==> config.mk <==
export PLATFORM = sky130hd
export DESIGN_NAME = multi_layer_ctl
export DESIGN_NICKNAME = d
export VERILOG_FILES = /design/src/rtl/multi_layer_ctl_pkg.sv /design/src/rtl/multi_layer_ctl_pixel_write_cnt.sv /design/src/rtl/multi_layer_ctl.sv
export SDC_FILE = /design/constraint.sdc
export NUM_CORES = 1
export LEC_CHECK = 0
export CAP_MARGIN = 20
export CORE_UTILIZATION = 25
export CTS_CLUSTER_DIAMETER = 50
export DETAILED_ROUTE_END_ITERATION = 10
export HOLD_SLACK_MARGIN = 0.12
export MAX_ROUTING_LAYER = met4
export SETUP_SLACK_MARGIN = 0.02
export SLEW_MARGIN = 30
export SYNTH_ARGS = -nofsm -noshare
export SYNTH_HDL_FRONTEND = slang
export SYNTH_SLANG_ARGS = --single-unit
==> constraint.sdc <==
create_clock -name clk_in -period 2.92 [get_ports clk_in]
set_input_delay 0.292 -clock clk_in [delete_from_list [all_inputs] [get_ports clk_in]]
set_output_delay 0.292 -clock clk_in [all_outputs]
set_load 0.01 [all_outputs]
==> src/rtl/multi_layer_ctl_pkg.sv <==
// Shared types and helpers for the multi-layer command/data decoder.
// Feature macro used by the top: MULTI_LAYER_CTL_AUTO_SYNC_EN.
package multi_layer_ctl_pkg;

    typedef enum logic [1:0] {
        IDLE  = 2'd0,
        MASK  = 2'd1,
        WRITE = 2'd2
    } state_e;

    localparam logic [7:0] DEF_CMD_LAYER_SEL  = 8'hCC;
    localparam logic [7:0] DEF_CMD_WR_START   = 8'hDA;
    localparam logic [7:0] DEF_CMD_FRAME_SYNC = 8'h3C;

    function automatic int mask_bytes(input int layers);
        return (layers + 7) / 8;
    endfunction

    function automatic int addr_w(input int leds);
        return (leds > 1) ? $clog2(leds) : 1;
    endfunction

    // Counter width that stays legal when only one value is ever needed.
    function automatic int idx_w(input int n);
        return (n > 1) ? $clog2(n) : 1;
    endfunction

endpackage

==> src/rtl/multi_layer_ctl_pixel_write_cnt.sv <==
// LED address / colour-byte index counter with a full flag that freezes
// the address after the last byte of the last LED.
module pixel_write_cnt
    import multi_layer_ctl_pkg::*;
#(
    parameter int LEDS          = 64,
    parameter int BYTES_PER_LED = 3
) (
    input  logic                     clk,
    input  logic                     rst,
    input  logic                     clr,
    input  logic                     adv,
    output logic [$clog2(LEDS)-1:0]  addr,
    output logic [BYTES_PER_LED-1:0] byte_en,
    output logic                     full
);

    localparam int ADDR_W = addr_w(LEDS);
    localparam int IDX_W  = idx_w(BYTES_PER_LED);
    localparam logic [IDX_W-1:0]  IDX_LAST  = IDX_W'(BYTES_PER_LED - 1);
    localparam logic [ADDR_W-1:0] ADDR_LAST = ADDR_W'(LEDS - 1);

    logic [IDX_W-1:0] idx;

    always_ff @(posedge clk) begin
        if (rst || clr) begin
            addr <= '0;
            idx  <= '0;
            full <= 1'b0;
        end else if (adv && !full) begin
            if (idx == IDX_LAST) begin
                idx <= '0;
                // The address never wraps: the last LED only raises full.
                if (addr == ADDR_LAST)
                    full <= 1'b1;
                else
                    addr <= addr + ADDR_W'(1);
            end else begin
                idx <= idx + IDX_W'(1);
            end
        end
    end

    assign byte_en = BYTES_PER_LED'(1) << idx;

endmodule

==> src/rtl/multi_layer_ctl.sv <==
// Decodes the DC-qualified SPI byte stream into a layer mask, pixel write
// strobes and a frame-ready pulse. Optional: MULTI_LAYER_CTL_AUTO_SYNC_EN.
module multi_layer_ctl
    import multi_layer_ctl_pkg::*;
#(
    parameter int         LAYERS         = 8,
    parameter int         LEDS           = 64,
    parameter int         BYTES_PER_LED  = 3,
    parameter logic [7:0] CMD_LAYER_SEL  = DEF_CMD_LAYER_SEL,
    parameter logic [7:0] CMD_WR_START   = DEF_CMD_WR_START,
    parameter logic [7:0] CMD_FRAME_SYNC = DEF_CMD_FRAME_SYNC
) (
    input  logic                     clk_in,
    input  logic                     rst_in,
    input  logic                     dc_in,
    input  logic                     byte_rdy_in,
    input  logic [7:0]               byte_data_in,
    output logic                     frame_rdy_out,
    output logic                     wr_en_out,
    output logic [$clog2(LEDS)-1:0]  wr_addr_out,
    output logic [BYTES_PER_LED-1:0] byte_en_out,
    output logic [7:0]               byte_data_out,
    output logic [LAYERS-1:0]        layer_en_out,
    output logic                     overflow_out
);

    localparam int ADDR_W     = addr_w(LEDS);
    localparam int MASK_BYTES = mask_bytes(LAYERS);
    localparam int MCNT_W     = idx_w(MASK_BYTES);
    localparam int SHADOW_W   = MASK_BYTES * 8;
    localparam logic [MCNT_W-1:0] MCNT_LAST = MCNT_W'(MASK_BYTES - 1);

    state_e                   state;
    logic [MCNT_W-1:0]        mcnt;
    logic [SHADOW_W-1:0]      shadow;
    logic [SHADOW_W-1:0]      shadow_nxt;
    logic [ADDR_W-1:0]        cnt_addr;
    logic [BYTES_PER_LED-1:0] cnt_be;
    logic                     cnt_full;
    logic                     is_cmd;
    logic                     is_data;
    logic                     cnt_clr;
    logic                     cnt_adv;
    logic                     auto_sync;

    assign is_cmd  = byte_rdy_in && !dc_in;
    assign is_data = byte_rdy_in && dc_in;
    assign cnt_clr = is_cmd && (byte_data_in == CMD_WR_START);
    assign cnt_adv = is_data && (state == WRITE) && !cnt_full;

    pixel_write_cnt #(
        .LEDS          (LEDS),
        .BYTES_PER_LED (BYTES_PER_LED)
    ) u_cnt (
        .clk     (clk_in),
        .rst     (rst_in),
        .clr     (cnt_clr),
        .adv     (cnt_adv),
        .addr    (cnt_addr),
        .byte_en (cnt_be),
        .full    (cnt_full)
    );

    // Mask bytes land LSB-byte first; the live mask only changes on the last one.
    always_comb begin
        shadow_nxt = shadow;
        for (int i = 0; i < MASK_BYTES; i++) begin
            if (mcnt == MCNT_W'(i))
                shadow_nxt[i*8 +: 8] = byte_data_in;
        end
    end

`ifdef MULTI_LAYER_CTL_AUTO_SYNC_EN
    // The rising edge of full coincides with the final write strobe, so
    // registering it puts the pulse one cycle after that strobe.
    logic full_d;

    always_ff @(posedge clk_in) begin
        if (rst_in)
            full_d <= 1'b0;
        else
            full_d <= cnt_full;
    end

    assign auto_sync = cnt_full && !full_d;
`else
    assign auto_sync = 1'b0;
`endif

    always_ff @(posedge clk_in) begin
        if (rst_in) begin
            state         <= IDLE;
            mcnt          <= '0;
            shadow        <= '0;
            frame_rdy_out <= 1'b0;
            wr_en_out     <= 1'b0;
            wr_addr_out   <= '0;
            byte_en_out   <= '0;
            byte_data_out <= '0;
            layer_en_out  <= '0;
            overflow_out  <= 1'b0;
        end else begin
            frame_rdy_out <= auto_sync;
            wr_en_out     <= 1'b0;
            if (is_cmd) begin
                if (byte_data_in == CMD_LAYER_SEL) begin
                    state  <= MASK;
                    mcnt   <= '0;
                    shadow <= '0;
                end else if (byte_data_in == CMD_WR_START) begin
                    state        <= WRITE;
                    overflow_out <= 1'b0;
                end else if (byte_data_in == CMD_FRAME_SYNC) begin
                    state         <= IDLE;
                    frame_rdy_out <= 1'b1;
                end else begin
                    state <= IDLE;
                end
            end else if (is_data) begin
                case (state)
                    MASK: begin
                        shadow <= shadow_nxt;
                        if (mcnt == MCNT_LAST) begin
                            layer_en_out <= shadow_nxt[LAYERS-1:0];
                            state        <= IDLE;
                        end else begin
                            mcnt <= mcnt + MCNT_W'(1);
                        end
                    end
                    WRITE: begin
                        if (cnt_full) begin
                            overflow_out <= 1'b1;
                        end else begin
                            wr_en_out     <= 1'b1;
                            wr_addr_out   <= cnt_addr;
                            byte_en_out   <= cnt_be;
                            byte_data_out <= byte_data_in;
                        end
                    end
                    default: ;
                endcase
            end
        end
    end

endmodule

==> results of run 1 <==
==> state kept, by name (all words and copies together) (netlist names) <==
name,flops
wr_addr_out,6
overflow_out,1
u_cnt.addr,6
state,2
layer_en_out,8
byte_data_out,8
u_cnt.idx,2
u_cnt.full,1
frame_rdy_out,1
wr_en_out,1
byte_en_out,3
==> power breakdown <==
group          leakage [nW]  switching [mW]  internal [mW]
registers             0.314       0.0000509          0.531
clock network        0.0654           0.186          0.342
logic                 0.301          0.0187         0.0169
==> stage by stage <==
| step | worst slack [ps] | util [%] |
|---|---|---|
| finish | 987 | 37.2 |
| global placement | 758 | 34.9 |
| CTS | 1020 | 37.2 |
| floorplan | 1190 | - |
| detailed placement | 721 | 34.9 |
| global route | 887 | 37.2 |
==> cells in the final DEF, fill, tap and decap left out, types with 2 or more instances in the layout <==
cell type and n:
a211oi_1 2, a21oi_1 36, and2_1 2, buf_4 3
bufinv_16 2, clkbuf_8 5, clkdlybuf4s50_1 39, dfxtp_1 39
inv_1 2, nand2_1 50, nand2b_1 2, nand3_1 3
nand3b_1 3, nor2_1 11, nor2b_1 2, o21ai_0 4
o31ai_1 2, or3_1 2
==> logic make-up after synthesis <==
kind of cell,count (synthesis)
buffers and inverters,11
AO/OA/AOI/OAI,44
AND/OR/NAND/NOR,89
flip-flops,39
adder cells (fa/ha/maj),1
==> tightest hold or removal path: stages (launching register included) <==
cell     delay [ps]
dfxtp_1         310
nand2_1          50
a21oi_1          50
==> Yosys cell counts, drive strengths merged <==
| master | n | share of area (%) |
|---|---|---|
| nand3 | 3 | 1.0 |
| buf | 1 | 0.33 |
| ha | 1 | 0.83 |
| or4 | 1 | 0.50 |
| a21oi | 36 | 12 |
| or2 | 1 | 0.42 |
| dfxtp | 39 | 52 |
| nor2 | 11 | 2.8 |
| and2 | 2 | 0.83 |
| or3b | 2 | 1.2 |
| nand3b | 3 | 1.5 |
| o21ai | 4 | 1.3 |
| and4b | 1 | 0.67 |
| or3 | 3 | 1.3 |
| inv | 2 | 0.50 |
| nand4 | 1 | 0.42 |
| nor3 | 1 | 0.33 |
| nor4 | 1 | 0.42 |
| o31ai | 2 | 1.0 |
| clkbuf | 8 | 2.0 |
| nand2 | 50 | 13 |
| a211oi | 2 | 1.0 |
| nand4b | 2 | 1.6 |
| and3b | 1 | 0.58 |
| nand2b | 2 | 0.83 |
| nor2b | 2 | 0.83 |
| nor3b | 1 | 0.50 |
| nor4bb | 1 | 0.67 |
==> cell type report <==
type | instances | area (sq um)
fill | 595 | 3540
sequential | 39 | 781
tap | 72 | 90.1
inverter | 2 | 7.51
timing repair buffer | 42 | 413
clock inverter | 2 | 60.1
clock buffer | 6 | 72.6
multi-input combinational | 134 | 676
==> routing by layer <==
metal	up-vias	wire length (microns)	GRT usage (%)
met5	-	0	-
met4	0	15	3.82
met3	2	201	3.77
met2	36	1350	14.3
met1	611	1880	17.0
li1	706	-	-
==> worst paths after layout <==
kind / end / slack [ps] / startpoint / depth (start not counted)
min: wr_addr_out[5]$_SDFFE_PP0P_ / 450 / wr_addr_out[5]$_SDFFE_PP0P_ / 2
max: u_cnt.addr[4]$_SDFFE_PP0P_ / 990 / dc_in / 5
min reg2reg: wr_addr_out[5]$_SDFFE_PP0P_ / 450 / wr_addr_out[5]$_SDFFE_PP0P_ / 2
max reg2reg: u_cnt.addr[4]$_SDFFE_PP0P_ / 1060 / u_cnt.idx[1]$_SDFFE_PP0P_ / 4
==> results.py, run 1 <==
metrics = {
    "timing": {
        "fin_crit_sh_pct": 66.2,
        "fmax_mhz": 517,
        "drv_slew": 0,
        "fin_skew_ps": 9.94,
        "finalSetupViolations": 0,
        "min_period_ps": 1930,
        "timing.hold.ws_ps": 455,
        "rsz0062_at_grt": "false",
        "worst_slew_pin_slew_ps": 550,
        "hold_violations": 0,
        "setup_tns_ps": 0,
        "slew_headroom_pct": 63.2,
    },
    "grt": {
        "overflow": 0,
        "grt_pass1_wl_microns": 5480,
        "grtUsageTotal_pct": 11.5,
        "grt_pass1_vias": 1117,
        "grt_max_degree": 31,
        "antenna_found_initial": 0,
    },
    "synth": {
        "synth.area.mux_share_pct": 0,
        "syn_nets": 197,
        "synth_xor_area_share_pct": 0,
        "yosysSeqAreaShare_pct": 52.1,
        "ys_warn_count": 0,
        "yosys.area_share.adder_pct": 0.835,
        "syn_area_sq_mm": 0.00150,
        "synth_top_family_by_area": "simple AND/OR/NAND/NOR gates",
        "ys_ff_latch": 39,
        "synth_compound_area_share_pct": 15.4,
        "synth.distinct_cells": 31,
        "avgSynthCellArea_sq_um": 8.15,
        "synth-simple-area-share_pct": 28.9,
        "syn_inst": 184,
    },
    "floorplan": {
        "die_area_sq_mm": 0.00631,
        "io_pins": 40,
        "die-width_microns": 79.4,
        "die_h_microns": 79.4,
        "start_util_pct": 26.6,
        "core_area_sq_mm": 0.00564,
        "num_rows": 27,
    },
    "critical_path": {
        "crit_type": "primary input to flop",
        "critPathCaptureType": "flop",
        "cp_data_required_time_ps": 3130,
        "critical_path.startpoint_type": "primary input",
        "crit_slowest_cell": "clkdlybuf4s50_1",
        "crit_family": "simple AND/OR/NAND/NOR gates",
        "worstPathBufferInverterCount": 1,
        "cpPeakStageDelay_ps": 570,
        "critPathMaxFanout": 8,
        "cp_cell_sequence": "clkdlybuf4s50_1 > nand4b_2 > or2_0 > or4_1 > a21oi_1",
        "crit_arrival_ps": 2150,
    },
    "clock_tree": {
        "cts_buffers": 5,
        "post_cts_resized": 0,
        "cts-root-buf": "clkbuf_8",
        "cts-htree-levels": 2,
        "cts_tree": "built",
        "clk_pin_slew_worst_paths_ps": 70,
        "clk_latency_ps": 290,
        "cts_buffer_depth": 2,
        "cts.sinks": 39,
        "postCtsSetupRepairBufs": 0,
        "holdBufCountCts": 0,
    },
    "detailed_routing": {
        "routed_via_density": 4.56,
        "dr.first_iter.drc_count": 68,
        "vias": 1355,
        "route.detailed.drc": 0,
        "routed_wl_microns": 3450,
        "final_antenna_net_count": 0,
        "first_pass_iters": 4,
        "wire_per_inst_microns": 11.6,
    },
    "cells_and_area": {
        "nNetsFinal": 237,
        "antenna_cells": 0,
        "layout.cells.non_filler": 297,
        "drive_gt1_share_pct": 5.78,
        "fin_area_sq_mm": 0.00210,
        "syn_to_final_growth_pct": 40.1,
    },
    "place": {
        "place_inst": 289,
        "dpl_cell_area_sq_mm": 0.00197,
        "dp_hpwl_microns": 2410,
        "port_buffers": 39,
        "gp_congestion": 0.841,
    },
    "power_and_ir_drop": {
        "leakagePower_nw": 0.680,
        "power.density_mw_per_mm2": 521,
        "peakVddDrop_mv": 0.282,
        "p_total_mw": 1.09,
    },
    "flow_run": {
        "drv_cap": 0,
    },
    "hold_path": {
        "hp-class": "flop to flop",
    },
    "status": {
        "status": "complete, no violations",
    },
}
Power figures use the tool's default switching activity.
==> inputs of run 2 (changes only) <==
==> constraint.sdc (replaced) <==
create_clock -name clk_in -period 1.65 [get_ports clk_in]
set_input_delay 0.165 -clock clk_in [delete_from_list [all_inputs] [get_ports clk_in]]
set_output_delay 0.165 -clock clk_in [all_outputs]
set_load 0.01 [all_outputs]
==> run 2 against run 1 <==
Sequential cell count is the same; wire length grew 4.7%; setup slack got worse by 910 ps; via count grew 4.5%; clock power up 75%; total power rose by 78%; register-to-register slack got worse by 980 ps; non-clock buffer count rose by 19; clock skew fell by 5.6 ps; global-route usage is 0.76 points higher; largest cell class unchanged.
==> results.py, run 2 (same netlist as run 1, synthesis figures left out) <==
metrics = {
    "floorplan": {
        "start_util_pct": 26.6,
        "die-width_microns": 79.4,
        "core_area_sq_mm": 0.00564,
        "num_rows": 27,
        "io_pins": 40,
        "die_area_sq_mm": 0.00631,
        "die_h_microns": 79.4,
    },
    "clock_tree": {
        "postCtsSetupRepairBufs": 0,
        "cts.sinks": 39,
        "clk_latency_ps": 290,
        "cts_tree": "built",
        "cts_buffer_depth": 2,
        "cts-root-buf": "clkbuf_8",
        "clk_pin_slew_worst_paths_ps": 70,
        "cts_buffers": 5,
        "cts-htree-levels": 2,
    },
    "grt": {
        "grt_max_degree": 31,
        "grt_pass1_vias": 1277,
        "grt_pass1_wl_microns": 5930,
        "grtUsageTotal_pct": 12.3,
        "antenna_found_initial": 0,
        "overflow": 0,
    },
    "cells_and_area": {
        "layout_common_cells": "nand2_1 (50), dfxtp_1 (38), clkdlybuf4s50_1 (38)",
        "nNetsFinal": 256,
        "final_common_cell": "nand2_1",
        "syn_to_final_growth_pct": 51.8,
        "drive_gt1_share_pct": 15.6,
        "reg.largest.list": "byte_data_out x8, layer_en_out x8",
        "antenna_cells": 0,
    },
    "critical_path": {
        "critPathCaptureType": "flop",
        "critPathMaxFanout": 6,
        "crit_type": "flop to flop",
        "startpoint": "u_cnt.idx[1]$_SDFFE_PP0P_",
        "crit_arrival_ps": 1800,
        "rr_worst_depth": 4,
        "r2r_setup_slack_ps": 80,
        "r2r_end": "u_cnt.addr[4]$_SDFFE_PP0P_",
        "cp_data_required_time_ps": 1870,
        "timing.rr.start": "u_cnt.idx[1]$_SDFFE_PP0P_",
        "critical_path.startpoint_type": "flop",
    },
    "detailed_routing": {
        "first_pass_iters": 4,
        "route.detailed.drc": 0,
        "final_antenna_net_count": 0,
        "wire_per_inst_microns": 11.4,
        "routed_via_density": 4.48,
        "dr.first_iter.drc_count": 59,
        "vias": 1416,
        "routed_wl_microns": 3610,
    },
    "timing": {
        "worst_slew_pin_slew_ps": 476,
        "hold_violations": 0,
        "finalSetupViolations": 0,
        "fmax_mhz": 636,
        "slew_headroom_pct": 68.1,
        "fin_skew_ps": 4.35,
        "timing.hold.ws_ps": 380,
        "min_period_ps": 1570,
        "fin_crit_sh_pct": 95.3,
        "drv_slew": 0,
        "setup_ws_ps": 78.0,
    },
    "hold_path": {
        "min_path_cells": 4,
        "hp-class": "primary input to flop",
        "worstHoldStart": "byte_rdy_in",
        "hold_path_end": "state[1]$_SDFFE_PP0P_",
    },
    "place": {
        "dp_hpwl_microns": 2640,
        "port_buffers": 39,
        "place_ws_ps": -327,
        "gp_congestion": 0.782,
    },
    "power_and_ir_drop": {
        "peakVddDrop_mv": 0.631,
        "power.density_mw_per_mm2": 857,
        "leakagePower_nw": 0.793,
    },
    "status": {
        "status": "complete, no violations",
    },
    "flow_run": {
        "drv_cap": 0,
    },
}
## run 2: power breakdown
part           switching (mW)  internal, mW
clock network           0.320         0.604
registers           0.0000939         0.941
logic                  0.0389        0.0460
total                   0.359          1.59
## run 2: timing repair
item	4_1_cts	5_1_grt
gates resized for setup	1	7
hold buffers	0	0
gates cloned	0	0
setup endpoints to repair	1	10
## run 2: area by class of cell
cell class	instances	area, sq um
tap	72	90.1
clock inverter	2	60.1
sequential	39	782
timing repair buffer	61	558
multi-input combinational	134	704
clock buffer	6	72.6
inverter	2	7.51
fill	580	3370
## run 2: worst max-delay path, stage by stage (launching register included)
cell	delay, ps
dfxtp_2	330
or3b_4	370
or2_4	280
or4_1	390
a21oi_1	130
## run 2: worst max-delay path by stage
stage	endpoint	slack (ps)
2_1_floorplan	u_cnt.addr[4]$_SDFFE_PP0P_	30
3_3_place_gp	state[0]$_SDFFE_PP0P_	-220
3_5_place_dp	state[0]$_SDFFE_PP0P_	-330
4_1_cts	u_cnt.addr[4]$_SDFFE_PP0P_	20
5_1_grt	state[0]$_SDFFE_PP0P_	-30
6_report	u_cnt.addr[4]$_SDFFE_PP0P_	80
## run 2: per-stage QoR
step / setup TNS [ps] / util [%] / power, mW / instances / cell area, sq um
2_1_floorplan: 0 / - / 0.981 / 184 / 1500
3_3_place_gp: -2850 / 37.4 / 1.04 / 308 / 2110
3_5_place_dp: -3750 / 37.4 / 1.04 / 308 / 2110
4_1_cts: 0 / 39.9 / 1.97 / 316 / 2250
5_1_grt: -27.2 / 40.3 / 2.03 / 316 / 2270
6_report: 0 / 40.3 / 1.95 / 316 / 2270
## run 2: routing by layer
layer  up-vias  GRT usage, %  share of wire [%]
li1        739             -                  -
met1       634          17.2                 52
met2        38          17.1                 42
met3         5          3.20                5.0
met4         0          3.82               0.69
met5         -             -                  0
==> inputs of run 3 (changes only) <==
==> constraint.sdc (replaced) <==
create_clock -name clk_in -period 1.3 [get_ports clk_in]
set_input_delay 0.13 -clock clk_in [delete_from_list [all_inputs] [get_ports clk_in]]
set_output_delay 0.13 -clock clk_in [all_outputs]
set_load 0.01 [all_outputs]
==> run 3 against run 2 <==
The run now ends with negative setup slack left; combinational power rose by 30%; non-clock buffer count increased by 17; register-to-register slack worse by 340 ps; critical path depth is the same; core utilization is 3.0 points higher; clock skew up 3.0 ps; wire length rose by 11%; die area unchanged; maximum frequency up 0.56%; design area grew 7.4%; worst hold slack got worse by 34 ps.
==> results.py, run 3 (same netlist as run 1, synthesis figures left out) <==
metrics = {
    "cells_and_area": {
        "fillers": 570,
        "nNetsFinal": 273,
        "layout.cells.non_filler": 333,
        "reg.largest.list": "byte_data_out x8, layer_en_out x8",
        "layout_common_cells": "nand2_1 (50), buf_4 (37), dfxtp_1 (36)",
        "syn_to_final_growth_pct": 62.9,
        "final_common_cell": "nand2_1",
        "fin_area_sq_mm": 0.00244,
        "final_util_pct": 43.3,
        "drive_gt1_share_pct": 26.4,
        "antenna_cells": 0,
    },
    "critical_path": {
        "cp_cell_sequence": "or3b_4 > or2_4 > or4_4 > a21oi_2",
        "crit_type": "flop to flop",
        "crit_family": "simple AND/OR/NAND/NOR gates",
        "crit_slowest_cell": "or4_4",
        "critPathMaxFanout": 6,
        "cpPeakStageDelay_ps": 420,
        "worstPathBufferInverterCount": 0,
        "critical_path.startpoint_type": "flop",
        "critPathCaptureType": "flop",
        "cp_data_required_time_ps": 1530,
        "crit_arrival_ps": 1800,
    },
    "status": {
        "violations": "negative setup slack",
        "status": "complete, but fails checks",
    },
    "clock_tree": {
        "cts_tree": "built",
        "cts_buffer_depth": 2,
        "cts-htree-levels": 2,
        "cts_buffers": 5,
        "cts.sinks": 39,
        "cts-root-buf": "clkbuf_8",
        "clk_latency_ps": 290,
        "clk_pin_slew_worst_paths_ps": 80,
    },
    "place": {
        "port_buffers": 39,
        "dp_hpwl_microns": 2750,
        "dpl_cell_area_sq_mm": 0.00223,
        "place_ws_ps": -520,
        "gp_congestion": 0.815,
        "place_inst": 321,
    },
    "power_and_ir_drop": {
        "seqPwrFrac_pct": 50.9,
        "peakVddDrop_mv": 0.655,
        "p_total_mw": 2.34,
        "power.density_mw_per_mm2": 960,
        "power_frac_comb_pct": 4.7,
        "power_frac_clock_pct": 44.4,
        "leakagePower_nw": 1.08,
        "internal_power_mw": 1.87,
        "switching_power_uw": 471,
        "switching_share_pct": 20.1,
    },
    "grt": {
        "antenna_found_initial": 0,
        "grtUsageTotal_pct": 13.1,
        "grt_max_degree": 31,
        "grt_pass1_vias": 1393,
        "overflow": 0,
        "grt_pass1_wl_microns": 6350,
    },
    "detailed_routing": {
        "route.detailed.drc": 0,
        "final_antenna_net_count": 0,
        "wire_per_inst_microns": 12.0,
        "vias": 1512,
        "routed_via_density": 4.54,
        "first_pass_iters": 4,
        "routed_wl_microns": 4000,
        "dr.first_iter.drc_count": 57,
    },
    "timing": {
        "finalSetupViolations": 6,
        "rsz0062_at_grt": "true",
        "timing.hold.ws_ps": 346,
        "worst_slew_pin_slew_ps": 320,
        "drv_slew": 0,
        "fin_crit_sh_pct": 120,
        "hold_violations": 0,
        "fmax_mhz": 640,
        "fin_skew_ps": 7.30,
        "slew_headroom_pct": 78.7,
        "setup_ws_ps": -263,
        "setup_tns_ps": -1060,
        "min_period_ps": 1560,
    },
    "floorplan": {
        "die_h_microns": 79.4,
        "die-width_microns": 79.4,
        "io_pins": 40,
        "num_rows": 27,
        "start_util_pct": 26.6,
        "core_area_sq_mm": 0.00564,
        "die_area_sq_mm": 0.00631,
    },
    "flow_run": {
        "drv_cap": 0,
    },
    "hold_path": {
        "hp-class": "primary input to flop",
    },
}
run 3: cell types whose count changed in the layout (fill, tap and decap cells not counted), sizes merged:
cell           delta
clkdlybuf4s50    -31
dlygate4sd2      +30
buf              +17
bufinv            -1
clkinv            +1
dlymetal6s2s      +1
run 3: timing repair:
| action | in CTS | in global routing |
|---|---|---|
| gates resized for setup | 48 | 11 |
| pin swaps | 8 | 3 |
| setup buffers | 2 | 2 |
| setup endpoints to repair | 54 | 24 |
| hold buffers | 0 | 0 |
run 3: layout make-up:
type | count | area, sq um | area share [%]
multi-input cells | 134 | 785 | 32.1
repair buffers | 78 | 658 | 26.9
flip-flops and latches | 39 | 785 | 32.1
clock buffers | 6 | 82.6 | 3.38
inverters | 2 | 7.51 | 0.307
well taps | 72 | 90.1 | 3.69
clock inverters | 2 | 35.0 | 1.43
run 3: routing by layer:
metal | part of all wire (%) | global-route usage (%)
met5 | 0 | -
met3 | 5.5 | 3.43
met4 | 0.48 | 4.55
met1 | 51 | 17.5
met2 | 43 | 19.1
run 3: final timing paths:
check / from / endpoint / slack, ps / cells past startpoint
worst max register to register: u_cnt.idx[1]$_SDFFE_PP0P_ / u_cnt.addr[4]$_SDFFE_PP0P_ / -260 / 4
worst min register to register: layer_en_out[7]$_SDFFE_PP0P_ / layer_en_out[7]$_SDFFE_PP0P_ / 450 / 2
worst max-delay path: u_cnt.idx[1]$_SDFFE_PP0P_ / u_cnt.addr[4]$_SDFFE_PP0P_ / -260 / 4
worst min-delay path: byte_data_in[3] / byte_data_out[3]$_SDFFE_PP0P_ / 350 / 4
run 3: tightest hold or removal path, delay by kind of cell:
family | cells | cell delay [ps]
compound gates | 1 | 100
buf+inv | 2 | 340
simple gates | 1 | 40
run 3: power groups by stage:
stage | Sequential, mW | Clock (mW) | Combinational, mW
final | 1.19 | 1.04 | 0.110
after global routing | 1.19 | 1.11 | 0.118
after global placement | 1.22 | 0 | 0.109
after CTS | 1.19 | 1.07 | 0.110
after floorplan | 1.22 | 0 | 0.0239
after detailed placement | 1.22 | 0 | 0.108
